[config.mk]
export PLATFORM = sky130hd
export DESIGN_NAME = las_multicycle_ctrl
export DESIGN_NICKNAME = d
export VERILOG_FILES = /design/src/rtl/las_ctrl_pkg.sv /design/src/rtl/las_ctrl_decode.sv /design/src/rtl/las_multicycle_ctrl.sv
export SDC_FILE = /design/constraint.sdc
export NUM_CORES = 1
export LEC_CHECK = 0
export ABC_CLOCK_PERIOD_IN_PS = 2100
export BUFFER_PORTS_ARGS = -buffer_cell sky130_fd_sc_hd__buf_2
export CAP_MARGIN = 10
export CORE_ASPECT_RATIO = 0.7
export CORE_UTILIZATION = 47
export CTS_CLUSTER_SIZE = 10
export DETAILED_ROUTE_END_ITERATION = 7
export PLACE_DENSITY = 0.84
export SLEW_MARGIN = 5
export SYNTH_ARGS = -nofsm -noshare
export SYNTH_HDL_FRONTEND = slang
export SYNTH_SLANG_ARGS = --single-unit
[constraint.sdc]
create_clock -name clk -period 2.1 [get_ports clk]
set_clock_uncertainty 0.1 [all_clocks]
set_input_delay 0.21 -clock clk [delete_from_list [all_inputs] [get_ports clk]]
set_output_delay 0.21 -clock clk [all_outputs]
set_load 0.05 [all_outputs]
[src/rtl/las_ctrl_pkg.sv]
// rtl/las_ctrl_pkg.sv - shared states, control-word layout and encodings for the load/add/sub controller
package las_ctrl_pkg;

  typedef enum logic [3:0] {
    ST_IDLE   = 4'd0,
    ST_FETCH  = 4'd1,
    ST_DECODE = 4'd2,
    ST_MEMADR = 4'd3,
    ST_MEMRD  = 4'd4,
    ST_MEMWB  = 4'd5,
    ST_EXEC   = 4'd6,
    ST_ALUWB  = 4'd7
  } state_t;

  typedef enum logic [1:0] {
    OPC_NONE = 2'd0,
    OPC_LW   = 2'd1,
    OPC_ADD  = 2'd2,
    OPC_SUB  = 2'd3
  } op_class_t;

  localparam int CW_W            = 18;
  localparam int CW_PC_WE        = 0;
  localparam int CW_IR_WE        = 1;
  localparam int CW_IORD         = 2;
  localparam int CW_MEM_WE       = 3;
  localparam int CW_REG_WE       = 4;
  localparam int CW_REGDST       = 5;
  localparam int CW_MEMTOREG     = 6;
  localparam int CW_ALUSRC_A     = 7;
  localparam int CW_ALUSRC_B_LSB = 8;
  localparam int CW_ALU_OP_LSB   = 10;
  localparam int CW_MDR_WE       = 13;
  localparam int CW_AB_WE        = 14;
  localparam int CW_ALUOUT_WE    = 15;
  localparam int CW_PCSRC        = 16;
  localparam int CW_WB_SEL       = 17;

  localparam logic [2:0] ALU_ADD = 3'b000;
  localparam logic [2:0] ALU_SUB = 3'b001;

  localparam logic [1:0] SRCB_REG  = 2'b00;
  localparam logic [1:0] SRCB_FOUR = 2'b01;
  localparam logic [1:0] SRCB_IMM  = 2'b10;

  localparam logic [5:0] LAS_OP_LW    = 6'h23;
  localparam logic [5:0] LAS_OP_RTYPE = 6'h00;
  localparam logic [5:0] LAS_FN_ADD   = 6'h20;
  localparam logic [5:0] LAS_FN_SUB   = 6'h22;

endpackage

[src/rtl/las_ctrl_decode.sv]
// rtl/las_ctrl_decode.sv - maps (next state, op class) to the 18-bit datapath control word
module las_ctrl_decode
  import las_ctrl_pkg::*;
(
  input  state_t          nstate_i,
  input  op_class_t       class_i,
  output logic [CW_W-1:0] ctrl_o
);

  always_comb begin
    ctrl_o = '0;
    case (nstate_i)
      ST_FETCH: begin
        ctrl_o[CW_PC_WE]                = 1'b1;
        ctrl_o[CW_IR_WE]                = 1'b1;
        ctrl_o[CW_ALUSRC_B_LSB +: 2]    = SRCB_FOUR;
        ctrl_o[CW_ALU_OP_LSB +: 3]      = ALU_ADD;
      end
      ST_DECODE: begin
        ctrl_o[CW_AB_WE]                = 1'b1;
      end
      ST_MEMADR: begin
        ctrl_o[CW_ALUSRC_A]             = 1'b1;
        ctrl_o[CW_ALUSRC_B_LSB +: 2]    = SRCB_IMM;
        ctrl_o[CW_ALU_OP_LSB +: 3]      = ALU_ADD;
        ctrl_o[CW_ALUOUT_WE]            = 1'b1;
      end
      ST_MEMRD: begin
        ctrl_o[CW_IORD]                 = 1'b1;
        ctrl_o[CW_MDR_WE]               = 1'b1;
      end
      ST_MEMWB: begin
        ctrl_o[CW_REG_WE]               = 1'b1;
        ctrl_o[CW_MEMTOREG]             = 1'b1;
        ctrl_o[CW_WB_SEL]               = 1'b1;
      end
      ST_EXEC: begin
        // ALU operation comes from the class latched in DECODE, never the live funct
        ctrl_o[CW_ALUSRC_A]             = 1'b1;
        ctrl_o[CW_ALUSRC_B_LSB +: 2]    = SRCB_REG;
        ctrl_o[CW_ALU_OP_LSB +: 3]      = (class_i == OPC_SUB) ? ALU_SUB : ALU_ADD;
        ctrl_o[CW_ALUOUT_WE]            = 1'b1;
      end
      ST_ALUWB: begin
        ctrl_o[CW_REG_WE]               = 1'b1;
        ctrl_o[CW_REGDST]               = 1'b1;
      end
      default: ctrl_o = '0;
    endcase
  end

endmodule

[src/rtl/las_multicycle_ctrl.sv]
// rtl/las_multicycle_ctrl.sv - multicycle LW/ADD/SUB control FSM with registered control word and retire counter
module las_multicycle_ctrl
  import las_ctrl_pkg::*;
#(
  parameter int         CNT_W    = 16,
  parameter logic [5:0] OP_LW    = LAS_OP_LW,
  parameter logic [5:0] OP_RTYPE = LAS_OP_RTYPE,
  parameter logic [5:0] FN_ADD   = LAS_FN_ADD,
  parameter logic [5:0] FN_SUB   = LAS_FN_SUB
) (
  input  logic             clk,
  input  logic             rst_n,
  input  logic             start,
  input  logic [5:0]       opcode,
  input  logic [5:0]       funct,
  output logic [CW_W-1:0]  ctrl_word,
  output logic             busy,
  output logic             done,
  output logic             illegal,
  output logic [CNT_W-1:0] retired_cnt,
  output logic [3:0]       state_o
);

  state_t           state_q, state_d;
  op_class_t        class_q, class_d, decoded;
  logic [CW_W-1:0]  ctrl_q, ctrl_d;
  logic             done_q, done_d;
  logic             illegal_q, illegal_d;
  logic [CNT_W-1:0] cnt_q, cnt_d;

  always_comb begin
    decoded = OPC_NONE;
    if (opcode == OP_LW)                            decoded = OPC_LW;
    else if (opcode == OP_RTYPE && funct == FN_ADD) decoded = OPC_ADD;
    else if (opcode == OP_RTYPE && funct == FN_SUB) decoded = OPC_SUB;
  end

  always_comb begin
    state_d = state_q;
    class_d = class_q;
    case (state_q)
      ST_IDLE:   if (start) state_d = ST_FETCH;
      ST_FETCH:  state_d = ST_DECODE;
      ST_DECODE: begin
        class_d = decoded;
        case (decoded)
          OPC_LW:           state_d = ST_MEMADR;
          OPC_ADD, OPC_SUB: state_d = ST_EXEC;
          default:          state_d = ST_IDLE;
        endcase
      end
      ST_MEMADR: state_d = ST_MEMRD;
      ST_MEMRD:  state_d = ST_MEMWB;
      ST_EXEC:   state_d = ST_ALUWB;
      ST_MEMWB, ST_ALUWB: state_d = start ? ST_FETCH : ST_IDLE;
      default:   state_d = ST_IDLE;
    endcase
  end

  las_ctrl_decode u_decode (
    .nstate_i (state_d),
    .class_i  (class_d),
    .ctrl_o   (ctrl_d)
  );

  // Pulses and the counter are registered alongside the state so they line up with the final state
  always_comb begin
    done_d    = (state_d == ST_MEMWB) || (state_d == ST_ALUWB);
    illegal_d = (state_q == ST_DECODE) && (decoded == OPC_NONE);
    cnt_d     = done_d ? cnt_q + CNT_W'(1) : cnt_q;
  end

  always_ff @(posedge clk or negedge rst_n) begin
    if (!rst_n) begin
      state_q   <= ST_IDLE;
      class_q   <= OPC_NONE;
      ctrl_q    <= '0;
      done_q    <= 1'b0;
      illegal_q <= 1'b0;
      cnt_q     <= '0;
    end else begin
      state_q   <= state_d;
      class_q   <= class_d;
      ctrl_q    <= ctrl_d;
      done_q    <= done_d;
      illegal_q <= illegal_d;
      cnt_q     <= cnt_d;
    end
  end

  assign ctrl_word   = ctrl_q;
  assign busy        = (state_q != ST_IDLE);
  assign done        = done_q;
  assign illegal     = illegal_q;
  assign retired_cnt = cnt_q;
  assign state_o     = state_q;

endmodule
-- After elaboration in Yosys (flattened, before gate mapping)
Index checks and enable logic that the tools add are counted.
- equality and inequality tests: 21
- $add $sub $neg: 1
- mux-type cells: 17
- reduce and logical (&&, ||, !) cells: 12
- operators with widths (cell ; number):
    4-bit by 3-bit == test with 1-bit output (second input constant) ; 8
    4-bit case mux with 7 select lines ; 1
    6-bit == test (second input constant) ; 3
    16-bit by 1-bit adder with 16-bit output (second input constant) ; 1
    4-bit by 2-bit == test with 1-bit output (second input constant) ; 4
    5-bit case mux with 3 select lines ; 1
    2-bit two-way mux ; 5
    4-bit by 1-bit == test with 1-bit output (second input constant) ; 2
    1-bit two-way mux ; 8
    2-bit OR reduction ; 4
    2-bit == test (second input constant) ; 3
    6-bit logical NOT ; 1
    3-bit case mux with 2 select lines ; 1
    4-bit logical NOT ; 1
    4-bit two-way mux ; 1
    4-bit nonzero test ; 1
    1-bit logical AND ; 3
    2-bit by 1-bit == test with 1-bit output (second input constant) ; 1
    2-bit logical NOT ; 1
    1-bit logical OR ; 1
- register bits after elaboration: 40
- bits of input ports: 15
- word-level logic and storage cells: 57
- output and inout port bits: 41

-- Logic depth before layout (Yosys ltp)
Gate-level depths: netlist of run 1.
- depth after elaboration: 12
- mapped depth: 6
- gate-level depth less buffers: 5

-- Modules after synthesis
From an unflattened synthesis of run 1, not the netlist that was laid out.
- cells, all modules: 140
- area total of the unflattened synthesis: 1679.1 um^2
- by module, submodules not included (module ; times used ; area an instance (um^2) ; seq. area each (um^2) ; cells an instance):
    las_multicycle_ctrl ; 1 ; 1527.7 ; 1051.0 ; 114
    las_ctrl_decode ; 1 ; 151.4 ; 0.0 ; 26

-- Worst setup path after synthesis of run 1
OpenSTA, ideal clock, no wires.
- path type: register to register
- from: reg state_q[2] (netlist: state_o[2])
- to: reg cnt_q[12] (netlist: retired_cnt[12])
- stages on the path, launching flop included: 7
- data required time: 1859 ps
- arrival: 1910 ps
- path slack: -51 ps
- setup time: 141 ps
- clock period less this slack: 2151 ps
- cell sequence: dfrtp_1 -> buf_4 -> or3b_1 -> buf_6 -> nor4_4 -> nand3_2 -> xnor2_1
- cells in the longest elaborated chain, start to end: 5
- ends and longest elaborated chain (what ; line ; source):
    start: declaration ; las_multicycle_ctrl.sv:24 ; state_t state_q, state_d;
    start signal: assignment ; las_multicycle_ctrl.sv:82 ; state_q <= state_d;
    4-bit by 3-bit == test with 1-bit output ; las_multicycle_ctrl.sv:41 ; case (state_q)
    2-bit OR reduction ; las_multicycle_ctrl.sv:41 ;
    4-bit case mux with 7 select lines * ; las_multicycle_ctrl.sv:41 ;
    4-bit by 3-bit == test with 1-bit output ; las_multicycle_ctrl.sv:68 ; done_d = (state_d == ST_MEMWB) || (state_d == ST_ALUWB);
    1-bit logical OR * ; las_multicycle_ctrl.sv:68 ;
    end signal: assignment ; las_multicycle_ctrl.sv:87 ; cnt_q <= cnt_d;
    end: declaration ; las_multicycle_ctrl.sv:29 ; logic [CNT_W-1:0] cnt_q, cnt_d;
Mark *: on every way between the ends. The rest lies on a longest branch, timed or not.
A chain may end at the register's enable or synchronous reset.

-- Worst setup path in the final report of run 1
Ends and elaborated chain as after synthesis.

==> qor.csv, run 1 <==
metric;value;unit
layout.cells.non_filler;215;
synth-seq-area-share;55.4;%
placedCellCount;207;
pwr-share-clk;35.1;%
viasPerCell;5.05;
cpPeakStageDelay;0.54;ns
vdd_ir_drop_max;491;uV
p_per_area;764;nW/um^2
clk_pin_slew;0.07;ns
antenna_found_initial;0;
ios;56;
yosys_register_bits;31;
required;2.17;ns
p_seq_share;48.8;%
setup_tns;0;ns
avgSynthCellArea;11.0;sq um
cpMaxStageDelayCell;or3b_1;
clk_latency;0.28;ns
fillers;232;
netlist_area;1400;sq um
grt_max_degree;32;
worst-path-max-fanout;9;
crit_type;reg -> reg;
finalWorstSetupSlack;0.252;ns
p_leak;0.959;nW
ys_warn_count;0;
h-tree-depth;2;
path_cells;or3b_1 -> nor4_4 -> nand3_2 -> xnor2_1;
rsz0062_at_grt;no;
comb_power_share;16.1;%
grt_first_pass_wirelength;4410;um
synth_cell_type_count;34;
arrival;1.92;ns
start_util;49.6;%
synthCells;127;
coreArea;2820;sq um
post-cts-setup-buffer-count;0;
cts_buffers;5;
vias;1085;
final_max_slew_viol_count;0;
antennaDiodeCount;0;
antenna_left;0;
drive_gt1_share;35.8;%
place.gp.congestion;0.816;
firstDrtPassIters;4;
max_freq;541;MHz
drtIter0Drc;58;
port-buffer-count;51;
final-hold-violation-count;0;
clockBufferDepth;2;
status;finished, final reports clean;
p_switching;0.393;mW
die-area;3210;sq um
p_sw_share;29.7;%
die-width;67.3;um
worst-slew-pin-transition;0.671;ns
hpwl;2120;um
cp-start-kind;flip-flop;
area_growth;23.4;%
first_global_vias;946;
cts_tree;built;
p_int;0.929;mW
slew_headroom;55.3;%
r2r_slack;0.25;ns
wl_per_cell;13.2;um
setup_viol;0;
hold_path.class;in -> reg;
maxCapViolCount;0;
root_buffer;clkbuf_8;
nets;195;
overflow;0;
cts.sinks;31;
min_period_over_period;88.0;%
rows;16;
die-height;47.7;um
fin_crit;1.85;ns
grt_use_total;19.9;%
drc;0;
drt-total-wl;2850;um
place_ws;0.247;ns
cp-end-kind;flip-flop;
[final timing paths]
| check | from | endpoint | cells past startpoint |
|---|---|---|---|
| worst max-delay path | state_o[2]$_DFF_PN0_ | retired_cnt[12]$_DFFE_PN0P_ | 4 |
| worst min-delay path | funct[1] | ctrl_word[10]$_DFF_PN0_ | 3 |
| worst max register to register | state_o[2]$_DFF_PN0_ | retired_cnt[12]$_DFFE_PN0P_ | 4 |
| worst min register to register | retired_cnt[15]$_DFFE_PN0P_ | retired_cnt[15]$_DFFE_PN0P_ | 1 |
| max in group asynchronous | rst_n | state_o[2]$_DFF_PN0_ | 2 |
| min in group asynchronous | rst_n | retired_cnt[12]$_DFFE_PN0P_ | 2 |
[layer usage]
layer	wire, um	track usage (%)
met1	1240	25.8
met2	1370	30.8
met3	198	5.71
met4	41	11.1
met5	0	0
[state kept, by name, summed over array words and instances, names as in the netlist]
signal	count
illegal	1
state_o	4
retired_cnt	16
ctrl_word	10
[Yosys cell counts]
| cell | instances | share of area, % |
|---|---|---|
| and4_1 | 1 | 0.63 |
| xor2_1 | 5 | 3.1 |
| clkbuf_1 | 1 | 0.27 |
| a21oi_1 | 4 | 1.4 |
| nor4_1 | 3 | 1.3 |
| nor2b_1 | 1 | 0.45 |
| inv_1 | 3 | 0.80 |
| buf_6 | 2 | 1.6 |
| nand3_2 | 1 | 0.71 |
| nand4_1 | 4 | 1.8 |
| and3_1 | 5 | 2.2 |
| nor3_1 | 1 | 0.36 |
| o41ai_1 | 1 | 0.63 |
| or4_1 | 1 | 0.54 |
| and2_1 | 1 | 0.45 |
| nand3b_1 | 1 | 0.54 |
| ha_1 | 1 | 0.89 |
| o32a_1 | 1 | 0.71 |
| nor2_2 | 1 | 0.45 |
| conb_1 | 1 | 0.27 |
| a311o_1 | 1 | 0.71 |
| nor2_1 | 12 | 3.2 |
| nand2b_1 | 1 | 0.45 |
| nor4_4 | 1 | 1.5 |
| buf_4 | 10 | 5.4 |
| nor3b_1 | 1 | 0.54 |
| o22ai_1 | 1 | 0.45 |
| xnor2_1 | 11 | 6.9 |
| nor4b_1 | 1 | 0.63 |
| nand2_1 | 12 | 3.2 |
| dfrtp_1 | 31 | 55 |
| or2_1 | 1 | 0.45 |
| nand3_1 | 4 | 1.4 |
| or3b_1 | 1 | 0.63 |
[through the flow]
step           power (mW)  cell area, sq um  hold WS [ns]  utilization (%)
2_1_floorplan       0.811              1420        -0.186                -
3_3_place_gp        0.862              1630         0.166             57.8
3_5_place_dp        0.867              1630         0.182             57.8
4_1_cts              1.33              1730        0.0496             61.3
5_1_grt              1.37              1730        0.0548             61.3
6_report             1.32              1730        0.0580             61.3
[power by group through the flow]
| stage | clock network (mW) | logic (mW) | registers, mW |
|---|---|---|---|
| finish | 0.464 | 0.213 | 0.644 |
| global route | 0.492 | 0.230 | 0.649 |
| floorplan | 0 | 0.0838 | 0.727 |
| CTS | 0.468 | 0.215 | 0.644 |
| global placement | 0 | 0.209 | 0.652 |
| detailed placement | 0 | 0.213 | 0.653 |
[what timing repair did]
item / CTS / global route
hold buffers: 1 / 0
gates resized for setup: 0 / 0
endpoints found under the hold margin: 31 / 0
[critical path: cells and delay by family (launching register included)]
kind                      cells  cell delay (ns)
xor gates and xnor gates      1             0.13
and+or+nand+nor               3             1.08
DFF                           1             0.43
[final cells by class]
type / instances / area (sq um) / share of cell area (%)
Clock buffer: 6 / 82.6 / 4.78
Clock inverter: 1 / 5.00 / 0.289
Inverter: 3 / 11.3 / 0.651
Multi-Input combinational cell: 84 / 528 / 30.5
Sequential cell: 31 / 777 / 44.9
Tap cell: 36 / 45.0 / 2.60
Timing Repair Buffer: 54 / 280 / 16.2
[placed cells by master, fill, tap and decap left out, drive strengths merged]
cell	count
nor2b	1
and4	1
o41ai	1
or3b	1
nand3b	1
a21oi	4
nand2	12
clkbuf	6
xor2	5
nor2	13
or4	1
dfrtp	31
nor3	1
nor4b	1
nand4	4
or2	1
nor4	4
o22ai	1
and3	5
nand3	5
and2	1
conb	5
ha	1
a311o	1
inv	3
dlygate4sd3	1
nor3b	1
o32a	1
nand2b	1
buf	53
xnor2	11
clkinv	1
[logic make-up after synthesis]
logic type	Yosys count	synth area share, %
buffers and inverters	16	8.04
DFF	31	55.4
xor gates and xnor gates	16	10.0
AOI/OAI and AO/OA	8	3.93
and+or+nand+nor	54	21.5
other	1	0.268
adders and majority gates	1	0.893
Power figures use the tool's default switching activity.
==> run 2: changes to the inputs <==
- CORE_UTILIZATION: 47 -> 50
- PLACE_DENSITY: 0.84 -> 0.85
- SYNTH_HIERARCHICAL: not set -> 1
==> run 2 against run 1 <==
  * The flow now finishes with violations (DRC)
  * Combinational power is 7% higher
  * Clock power rose by 8.0%
  * Utilization up 4.8 points
==> qor.csv, run 2 <==
metric;value;unit;change
status;complete, but fails checks;;
violations;DRC;;
hold_depth;3;;unchanged
start_util;53.0;%;+3.3 points
place_ws;0.133;ns;-0.114 ns
required;2.19;ns;+0.02 ns
slew_headroom;41.7;%;-14 points
rows;17;;+1
p_int;1.14;mW;+22%
p_sw_share;29.1;%;-0.63 points
synth_area_leader_cell;dfrtp_1;;
viasPerCell;4.90;;-2.9%
grt_use_total;20.3;%;+0.40 points
async_reset_ff_share;100;%;unchanged
cpPeakStageDelay;0.45;ns;-0.09 ns
worst-path-max-fanout;7;;-2
rsz0062_at_grt;no;;
ys_warn_count;6;;+6
synthTopCellsByCount;42 x dfrtp_1, 12 x nand2_1, 11 x nor3_1, 11 x xnor2_1, 8 x buf_4;;
hold_path.class;in -> reg;;
vdd_ir_drop_max;421;uV;-14%
clk_latency;0.29;ns;about the same
comb_power_share;14.3;%;-1.8 points
ios;56;;unchanged
place_area;2000;sq um;+22%
final_max_slew_viol_count;0;;unchanged
yosys_register_bits;42;;+35%
antenna_found_initial;0;;unchanged
p_leak;1.13;nW;+18%
final_common_cell;buf_2;;
clockBufferDepth;2;;unchanged
place.gp.congestion;0.913;;+12%
worst-slew-pin-transition;0.875;ns;+0.205 ns
largest_reg_flops;18;;+2
netlist_area;1680;sq um;+20%
pwr-share-clk;31.3;%;-3.8 points
hold_path_startpoint;funct[1];;
avgSynthCellArea;12.0;sq um;+8.7%
p_switching;0.466;mW;+19%
cp-start-kind;flip-flop;;
cts.sinks;42;;+35%
drive_gt1_share;36.1;%;+0.30 points
setup_viol;0;;unchanged
synth-seq-area-share;62.6;%;+7.2 points
nets;223;;+14%
min_period_over_period;94.0;%;+6.0 points
h-tree-depth;2;;unchanged
path_cells;or3b_1 -> buf_4 -> nor4_1 -> buf_4 -> nand3_1 -> xnor2_1;;
fillers;255;;+9.9%
cts_resized;0;;unchanged
post-synth-top-count-cell;dfrtp_1;;
first_global_vias;1177;;+24%
cp-end-kind;flip-flop;;
coreArea;3170;sq um;+12%
firstDrtPassIters;6;;+2
cpMaxStageDelayCell;dfrtp_2;;
synth_cell_type_count;32;;-5.9%
drc;4;;+4
finish.instance_area;2090;sq um;+21%
drtIter0Drc;92;;+59%
path_common_cell;buf_4;;
final-hold-violation-count;0;;unchanged
grt_first_pass_wirelength;5320;um;+21%
cts_buffers;5;;unchanged
p_seq_share;54.5;%;+5.7 points
clk_pin_slew;0.08;ns;about the same
r2r_cells;6;;+2
antenna_left;0;;unchanged
wl_per_cell;12.4;um;-6.3%
yosys.area.top_type_share;62.6;%;+7.2 points
r2r_slack;0.13;ns;-0.13 ns
overflow;0;;unchanged
drt-total-wl;3050;um;+7.2%
maxCapViolCount;0;;unchanged
holdPathEnd;class_q[0]$_DFF_PN0_;;
worstReg2RegEnd;retired_cnt[15]$_DFFE_PN0P_;;
mostFrequentLayoutCells;55 x buf_2, 39 x dfrtp_1, 12 x nand2_1;;
die-width;71.3;um;+5.9%
die-area;3600;sq um;+12%
vias;1205;;+11%
antennaDiodeCount;0;;unchanged
arrival;2.06;ns;+0.14 ns
area_growth;24.7;%;
p_per_area;765;nW/um^2;+0.13%
cts_tree;built;;
max_freq;507;MHz;-6.4%
root_buffer;clkbuf_8;;
fin_crit;1.97;ns;+0.126 ns
r2r-start;state_o[3]$_DFF_PN0_;;
hpwl;2240;um;+5.9%
netlist_top_cells_area;dfrtp_1 63%, xnor2_1 5.7%, buf_4 3.6%;;
grt_max_degree;43;;+34%
synth_edf_count;0;;unchanged
die-height;50.5;um;+5.9%
crit_type;reg -> reg;;
synthCells;140;;+10%
synthFlopType;dfrtp_1;;
port-buffer-count;55;;+7.8%
whs;0.165;ns;+0.107 ns
finalWorstSetupSlack;0.127;ns;-0.126 ns
-- run 2: critical path, delay by kind of cell (launching register included) --
family                    cells  cell delay [ns]
and+or+nand+nor               3             0.83
DFF                           1             0.45
xor gates and xnor gates      1             0.13
buffers and inverters         2             0.37
-- run 2: cell families (layout without fill, tap and decap cells) --
group | count (synthesis) | count (layout) | synth area share [%]
multiplexers | 2 | 2 | 1.27
AND/OR/NAND/NOR | 56 | 56 | 18.3
XOR/XNOR | 16 | 16 | 8.79
flip-flops | 42 | 42 | 62.6
buffers and inverters | 14 | 73 | 5.37
adder cells (fa/ha/maj) | 1 | 1 | 0.745
other | 2 | 11 | 0.447
AO/OA/AOI/OAI | 7 | 7 | 2.53
-- run 2: layout make-up --
| class | count | area (sq um) | area share (%) |
|---|---|---|---|
| timing repair buffer | 60 | 315 | 15.1 |
| sequential | 42 | 1050 | 50.4 |
| multi-input combinational | 93 | 572 | 27.3 |
| tap | 38 | 47.5 | 2.27 |
| inverter | 5 | 18.8 | 0.896 |
| clock inverter | 2 | 13.8 | 0.657 |
| clock buffer | 6 | 72.6 | 3.46 |
-- run 2: layer usage --
metal | up-vias | wire length, um | part of all wire (%) | track usage (%)
met5 | - | 0 | 0 | 0
met3 | 9 | 159 | 5.2 | 5.62
li1 | 589 | - | - | -
met4 | 0 | 70 | 2.3 | 13.0
met1 | 567 | 1390 | 46 | 26.0
met2 | 40 | 1430 | 47 | 30.8
-- run 2: power by group through the flow --
stage                     logic, mW  registers [mW]  clock network (mW)
after floorplan              0.0649           0.981                   0
after global placement        0.224           0.887                   0
after detailed placement      0.229           0.886                   0
after CTS                     0.230           0.872               0.516
after global routing          0.248           0.876               0.556
final                         0.228           0.873               0.501
-- run 2: how the worst max path moves through the flow --
stage	startpoint	end	slack [ns]
floorplan	state_o[3]$_DFF_PN0_	retired_cnt[9]$_DFFE_PN0P_	-0.07
global placement	state_o[3]$_DFF_PN0_	retired_cnt[13]$_DFFE_PN0P_	0.16
detailed placement	state_o[3]$_DFF_PN0_	retired_cnt[13]$_DFFE_PN0P_	0.13
CTS	state_o[3]$_DFF_PN0_	retired_cnt[15]$_DFFE_PN0P_	0.12
global route	state_o[3]$_DFF_PN0_	retired_cnt[15]$_DFFE_PN0P_	0.03
finish	state_o[3]$_DFF_PN0_	retired_cnt[15]$_DFFE_PN0P_	0.13
-- run 2: timing repair --
item | in CTS | in global routing
buffers inserted | 0 | 0
hold buffers | 1 | 0
hold endpoints to repair | 42 | 0
-- run 2: through the flow --
stage	instances	utilization [%]	setup TNS [ns]	total power [mW]
after floorplan	149	-	-0.166	1.05
after global placement	237	63.0	0	1.11
after detailed placement	237	63.0	0	1.12
after CTS	246	66.1	0	1.62
after global routing	246	66.1	0	1.68
final	246	66.1	0	1.60
